--- config.mk ---
export PLATFORM = sky130hd
export DESIGN_NAME = inst_fetch_ctrl_flat
export DESIGN_NICKNAME = d
export VERILOG_FILES = /design/src/rtl/inst_fetch_ctrl_if.sv /design/src/rtl/inst_fetch_ctrl.sv /design/src/flat_wrapper.sv
export SDC_FILE = /design/constraint.sdc
export NUM_CORES = 1
export LEC_CHECK = 0
export CAP_MARGIN = 20
export CORE_MARGIN = 2
export CORE_UTILIZATION = 50
export DETAILED_ROUTE_END_ITERATION = 16
export GPL_ROUTABILITY_DRIVEN = 0
export PLACE_DENSITY_LB_ADDON = 0.25
export SLEW_MARGIN = 20
export SYNTH_ARGS = -nofsm -noshare
export SYNTH_HDL_FRONTEND = slang
export SYNTH_SLANG_ARGS = --single-unit
--- constraint.sdc ---
create_clock -name clk -period 11.3 [get_ports clk]
set_input_delay 3.39 -clock clk [delete_from_list [all_inputs] [get_ports clk]]
set_output_delay 3.39 -clock clk [all_outputs]
set_load 0.005 [all_outputs]
--- src/rtl/inst_fetch_ctrl_if.sv ---
// Fetch-controller bundle: instruction-memory read channel, decoder issue channel
// and branch redirect. master = fetch controller, slave = memory/decoder side.
interface inst_fetch_ctrl_if;
   logic        imem_req;
   logic [31:0] imem_addr;
   logic        imem_ack;
   logic [15:0] imem_rdata;
   logic        dec_valid;
   logic        dec_ready;
   logic [15:0] ir_q0;
   logic [14:0] ir_q1;
   logic        ir_is32;
   logic [31:0] ir_pc;
   logic        br_taken;
   logic [31:0] br_target;

   modport master (
      output imem_req, imem_addr, dec_valid, ir_q0, ir_q1, ir_is32, ir_pc,
      input  imem_ack, imem_rdata, dec_ready, br_taken, br_target
   );

   modport slave (
      input  imem_req, imem_addr, dec_valid, ir_q0, ir_q1, ir_is32, ir_pc,
      output imem_ack, imem_rdata, dec_ready, br_taken, br_target
   );
endinterface

--- src/rtl/inst_fetch_ctrl.sv ---
// Thumb fetch sequencer: halfword reads into a small queue, 16/32-bit instruction
// assembly for the decoder, and branch redirect with discard of an in-flight read.
module inst_fetch_ctrl #(
   parameter logic [31:0] RESET_PC = 32'h0000_0000,
   parameter int          Q_DEPTH  = 4
) (
   input  logic clk,
   input  logic rst,
   inst_fetch_ctrl_if.master bus
);
   localparam int AW = $clog2(Q_DEPTH);
   localparam int CW = AW + 1;
   localparam logic [31:0] PC0 = RESET_PC & ~32'd1;

   typedef enum logic {IDLE, REQ} state_t;

   state_t        state_reg, state_next;
   logic [15:0]   q_mem [Q_DEPTH];
   logic [AW-1:0] rd_ptr_reg, wr_ptr_reg;
   logic [CW-1:0] count_reg, count_next;
   logic [31:0]   addr_reg, addr_next;
   logic [31:0]   redirect_reg, redirect_next;
   logic [31:0]   pc_reg;
   logic          drop_reg, drop_next;
   logic [31:0]   br_addr;
   logic [15:0]   h0, h1;
   logic          h0_is32, valid, ack_fire, push, pop;
   logic [1:0]    popcnt;

   assign br_addr  = bus.br_target & ~32'd1;
   assign h0       = q_mem[rd_ptr_reg];
   assign h1       = q_mem[rd_ptr_reg + AW'(1)];
   assign h0_is32  = (h0[15:13] == 3'b111) && (h0[12:11] != 2'b00);
   assign valid    = ((count_reg >= CW'(1)) && !h0_is32) ||
                     ((count_reg >= CW'(2)) && h0_is32);
   assign popcnt   = h0_is32 ? 2'd2 : 2'd1;
   assign ack_fire = (state_reg == REQ) && bus.imem_ack;
   // Data returned for a pre-redirect address is discarded, never queued.
   assign push     = ack_fire && !drop_reg && !bus.br_taken;
   assign pop      = valid && bus.dec_ready && !bus.br_taken;

   assign bus.imem_req  = (state_reg == REQ);
   assign bus.imem_addr = addr_reg;
   assign bus.dec_valid = valid;
   assign bus.ir_pc     = pc_reg;
   assign bus.ir_q0     = (count_reg != '0) ? h0 : 16'h0000;
   assign bus.ir_is32   = (count_reg != '0) && h0_is32;
   assign bus.ir_q1     = (valid && h0_is32) ? 15'(h1 >> 1) : 15'h0000;

   always_comb begin
      state_next    = state_reg;
      addr_next     = addr_reg;
      drop_next     = drop_reg;
      redirect_next = redirect_reg;
      case (state_reg)
         IDLE: begin
            if (count_reg < CW'(Q_DEPTH))
               state_next = REQ;
            if (bus.br_taken)
               addr_next = br_addr;
         end
         REQ: begin
            if (ack_fire) begin
               state_next = IDLE;
               drop_next  = 1'b0;
               if (bus.br_taken)
                  addr_next = br_addr;
               else if (drop_reg)
                  addr_next = redirect_reg;
               else
                  addr_next = addr_reg + 32'd2;
            end else if (bus.br_taken) begin
               // Request stays on the bus; remember where to go once it completes.
               drop_next     = 1'b1;
               redirect_next = br_addr;
            end
         end
         default: state_next = IDLE;
      endcase
   end

   always_comb begin
      count_next = count_reg + CW'(push) - (pop ? CW'(popcnt) : CW'(0));
      if (bus.br_taken)
         count_next = '0;
   end

   always_ff @(posedge clk) begin
      if (rst) begin
         state_reg    <= IDLE;
         addr_reg     <= PC0;
         redirect_reg <= PC0;
         pc_reg       <= PC0;
         drop_reg     <= 1'b0;
         count_reg    <= '0;
         rd_ptr_reg   <= '0;
         wr_ptr_reg   <= '0;
      end else begin
         state_reg    <= state_next;
         addr_reg     <= addr_next;
         redirect_reg <= redirect_next;
         drop_reg     <= drop_next;
         count_reg    <= count_next;
         if (bus.br_taken) begin
            rd_ptr_reg <= '0;
            wr_ptr_reg <= '0;
            pc_reg     <= br_addr;
         end else begin
            if (push)
               wr_ptr_reg <= wr_ptr_reg + AW'(1);
            if (pop) begin
               rd_ptr_reg <= rd_ptr_reg + AW'(popcnt);
               pc_reg     <= pc_reg + (h0_is32 ? 32'd4 : 32'd2);
            end
         end
      end
   end

   always_ff @(posedge clk) begin
      if (push)
         q_mem[wr_ptr_reg] <= bus.imem_rdata;
   end
endmodule
--- src/flat_wrapper.sv ---
// flat-port wrapper written by rule: the top's interface ports become plain ports
module inst_fetch_ctrl_flat 
#(
   parameter logic [31:0] RESET_PC = 32'h0000_0000,
   parameter int          Q_DEPTH  = 4
)
  (clk, rst, bus_imem_req, bus_imem_addr, bus_dec_valid, bus_ir_q0, bus_ir_q1, bus_ir_is32, bus_ir_pc, bus_imem_ack, bus_imem_rdata, bus_dec_ready, bus_br_taken, bus_br_target);
  inst_fetch_ctrl_if bus_i ();
  input  logic clk;
  input  logic rst;
  output wire logic [$bits(bus_i.imem_req)-1:0] bus_imem_req;
  output wire logic [$bits(bus_i.imem_addr)-1:0] bus_imem_addr;
  output wire logic [$bits(bus_i.dec_valid)-1:0] bus_dec_valid;
  output wire logic [$bits(bus_i.ir_q0)-1:0] bus_ir_q0;
  output wire logic [$bits(bus_i.ir_q1)-1:0] bus_ir_q1;
  output wire logic [$bits(bus_i.ir_is32)-1:0] bus_ir_is32;
  output wire logic [$bits(bus_i.ir_pc)-1:0] bus_ir_pc;
  input wire logic [$bits(bus_i.imem_ack)-1:0] bus_imem_ack;
  input wire logic [$bits(bus_i.imem_rdata)-1:0] bus_imem_rdata;
  input wire logic [$bits(bus_i.dec_ready)-1:0] bus_dec_ready;
  input wire logic [$bits(bus_i.br_taken)-1:0] bus_br_taken;
  input wire logic [$bits(bus_i.br_target)-1:0] bus_br_target;
  assign bus_imem_req = bus_i.imem_req;
  assign bus_imem_addr = bus_i.imem_addr;
  assign bus_dec_valid = bus_i.dec_valid;
  assign bus_ir_q0 = bus_i.ir_q0;
  assign bus_ir_q1 = bus_i.ir_q1;
  assign bus_ir_is32 = bus_i.ir_is32;
  assign bus_ir_pc = bus_i.ir_pc;
  assign bus_i.imem_ack = bus_imem_ack;
  assign bus_i.imem_rdata = bus_imem_rdata;
  assign bus_i.dec_ready = bus_dec_ready;
  assign bus_i.br_taken = bus_br_taken;
  assign bus_i.br_target = bus_br_target;
  inst_fetch_ctrl #(.RESET_PC(RESET_PC), .Q_DEPTH(Q_DEPTH)) u_core (.clk(clk), .rst(rst), .bus(bus_i));
endmodule
==> impl_metrics.yaml <==
drt:
  first_pass_iters: 5
  drt-total-wl_um: 24700
  via_per_inst: 6.102
  route.vias.total: 7737
  drc_errors: 0
  drtIter0Drc: 750
  wl_per_cell_um: 19.48
  antenna_left: 0
setup_path:
  reg2reg_to: "u_core.bus.ir_pc[22]$_SDFFE_PP0P_"
  required_ns: 7.91
  reg2reg_depth: 9
  crit_path_max_fanout: 29
  path_class: "reg2out"
  ff2ff_setup_slack_ns: 7.10
  start_kind: "flop"
  crit_arrival_ns: 3.45
  cp-end-kind: "primary output"
die:
  io_pins: 151
  row_count: 48
  dieHeight_um: 137.4
  core_region_area_um2: 17360
  dieWidth_um: 137.4
  start_util_pct: 51.23
  die_area_um2: 18870
clocking:
  cts_root_buf: "clkbuf_16"
  clk_pin_slew_worst_paths_ns: 0.07
  cts_setup_buffers: 0
  cts_resized: 0
  cts_buffer_depth: 2
  cts_tree: "built"
  cts_sinks: 168
  ctsHoldBuffers: 0
  cts-buffers-inserted: 17
  htree_levels: 4
  clock_latency_ns: 0.43
synthesis:
  syn_area_per_cell_um2: 9.624
  synthCells: 924
  synth_edf_count: 64
  synth.yosys.seq_area_share_pct: 45.03
  synth-main-ff-cell: "dfxtp_1"
  async_flop_share_pct: 0
  ys_warn_count: 0
  synth-seq-cells: 168
  synthDistinctLibCells: 62
  synth_area_um2: 8892
sta:
  hold_violations: 0
  rsz0062_at_grt: "false"
  finalSetupTns_ns: 0
  clock_skew_ns: 0.005908
  timing.hold.ws_ns: 0.4498
  fin_crit_ns: 6.843
  setup_viol: 0
  worst_slew_pin_slew_ns: 0.9978
  fin_crit_sh_pct: 60.55
  slew_headroom_pct: 33.18
  maxSlewViolCount: 0
  fmax_ghz: 0.1461
pwr:
  max-vdd-ir-drop_v: 0.0001284
  comb_power_share_pct: 12.7
  p_leak_nw: 3.638
  p_per_area_nw_per_um2: 127.8
  finalPower_w: 0.001404
  pwr-share-clk_pct: 38.7
  internal-power_w: 0.001026
  seq_power_share_pct: 48.6
  p_sw_w: 0.0003777
  p_sw_share_pct: 26.90
global_route:
  grt_use_total_pct: 26.60
  overflow: 0
  antenna_found_initial: 0
  grt_max_degree: 87
  grt_pass1_vias: 7121
  grt_pass1_wl_um: 38370
place:
  port_buffers: 147
  placed_area_um2: 10440
  dp_hpwl_um: 16770
  dp_cells: 1235
finish:
  drive_gt1_share_pct: 8.725
  area_growth_pct: 23.58
  regMostFlops: "u_core.q_mem"
  diodes: 0
  largest_reg_flops: 64
  layout.nets: 1096
  fillers: 1497
  seq_area_um2: 4005
  final_cell_mix: "clkdlybuf4s50_1 (145), nand2_1 (107), dfxtp_1 (103)"
  fin_cells: 1268
  fin_area_um2: 10990
  final_common_cell: "clkdlybuf4s50_1"
  multiInputGateArea_um2: 4492
worst_hold_path:
  min_path_cells: 2
  hold_path_class: "reg2reg"
  hp-start: "u_core.redirect_reg[14]$_SDFFE_PP0P_"
  whs_endpoint: "u_core.redirect_reg[14]$_SDFFE_PP0P_"
status:
  status: "completed"
flow_run:
  maxCapViolations: 0
cell families after synthesis:
logic type	Yosys count	share of synthesized area [%]
fa+ha+maj	13	1.998
simple gates	335	18.66
flops	168	45.03
buf+inv	105	4.657
compound gates	227	17.25
other cells	1	0.04217
mux	41	9.019
xor+xnor	34	3.349
area by class of cell:
type	count	area share (%)
clock buffer	18	3.905
clock inverter	14	1.047
inverter	34	1.184
multi-input combinational	652	40.87
sequential	168	36.45
tap	225	2.562
timing repair buffer	157	13.98
cell usage after synthesis, types with 3 or more instances:
library cell | instances | share of area (%)
dfxtp_1 | 104 | 23
nor2b_1 | 37 | 2.6
nand4_1 | 14 | 0.98
xnor2_1 | 21 | 2.1
a211o_1 | 3 | 0.30
or3_1 | 7 | 0.49
a2111oi_2 | 4 | 0.68
and4_1 | 4 | 0.39
mux2i_1 | 7 | 0.79
and3_1 | 19 | 1.3
o21a_1 | 15 | 1.3
clkbuf_1 | 59 | 2.5
buf_1 | 7 | 0.30
o22ai_1 | 3 | 0.21
a221oi_1 | 12 | 1.2
o31ai_1 | 9 | 0.76
xor2_1 | 13 | 1.3
inv_1 | 33 | 1.4
mux2_2 | 3 | 0.38
o21ai_0 | 26 | 1.5
o211ai_1 | 3 | 0.25
a31oi_1 | 3 | 0.21
nand3_1 | 35 | 2.0
or4_1 | 6 | 0.51
nor3_1 | 16 | 0.90
a21oi_1 | 85 | 4.8
edfxtp_1 | 64 | 22
and2_1 | 5 | 0.35
ha_1 | 11 | 1.5
o311ai_0 | 4 | 0.39
nand2_1 | 107 | 4.5
a2111oi_0 | 5 | 0.49
mux4_2 | 31 | 7.9
a21o_1 | 6 | 0.51
nand2b_1 | 11 | 0.77
nor4_1 | 12 | 0.84
o31a_1 | 4 | 0.39
a311oi_1 | 5 | 0.49
a32oi_1 | 3 | 0.30
a211oi_1 | 26 | 2.2
nor2_1 | 54 | 2.3
per-stage QoR:
step / utilization, % / setup slack, ns
2_1_floorplan: - / 5.389
3_3_place_gp: 60.13 / 4.689
3_5_place_dp: 60.13 / 4.638
4_1_cts: 63.26 / 4.180
5_1_grt: 63.31 / 4.309
6_report: 63.31 / 4.457
per-layer routing:
layer	wire length, um	track usage (%)	vias to the layer above
li1	-	-	3617
met1	10860	37.71	3760
met2	11640	41.87	328
met3	1734	4.194	32
met4	467	8.534	0
met5	0	0	-
power by group through the flow:
stage               sequential [W]  combinational (W)  clock, W
detailed placement        0.000694           0.000177         0
global placement          0.000694           0.000174         0
floorplan                 0.000687          0.0000902         0
global route              0.000685           0.000195  0.000570
finish                    0.000682           0.000178  0.000544
CTS                       0.000681           0.000178  0.000548
critical path: stages, from the launching register on:
cell             delay (ns)
dfxtp_1                0.88
mux4_2                 0.65
o2111ai_4              0.22
inv_4                  0.23
o21ai_1                0.25
buf_4                  0.26
nor2b_1                0.06
clkdlybuf4s50_1        0.44
worst max-delay path by stage:
stage / endpoint / slack, ns
finish: bus_ir_q1[13] / 4.46
global route: bus_ir_q1[8] / 4.31
CTS: bus_ir_q1[2] / 4.18
detailed placement: bus_ir_q1[13] / 4.64
global placement: bus_ir_q1[1] / 4.69
floorplan: u_core.count_reg[2]$_SDFF_PP0_ / 5.39
Power figures use the tool's default switching activity.
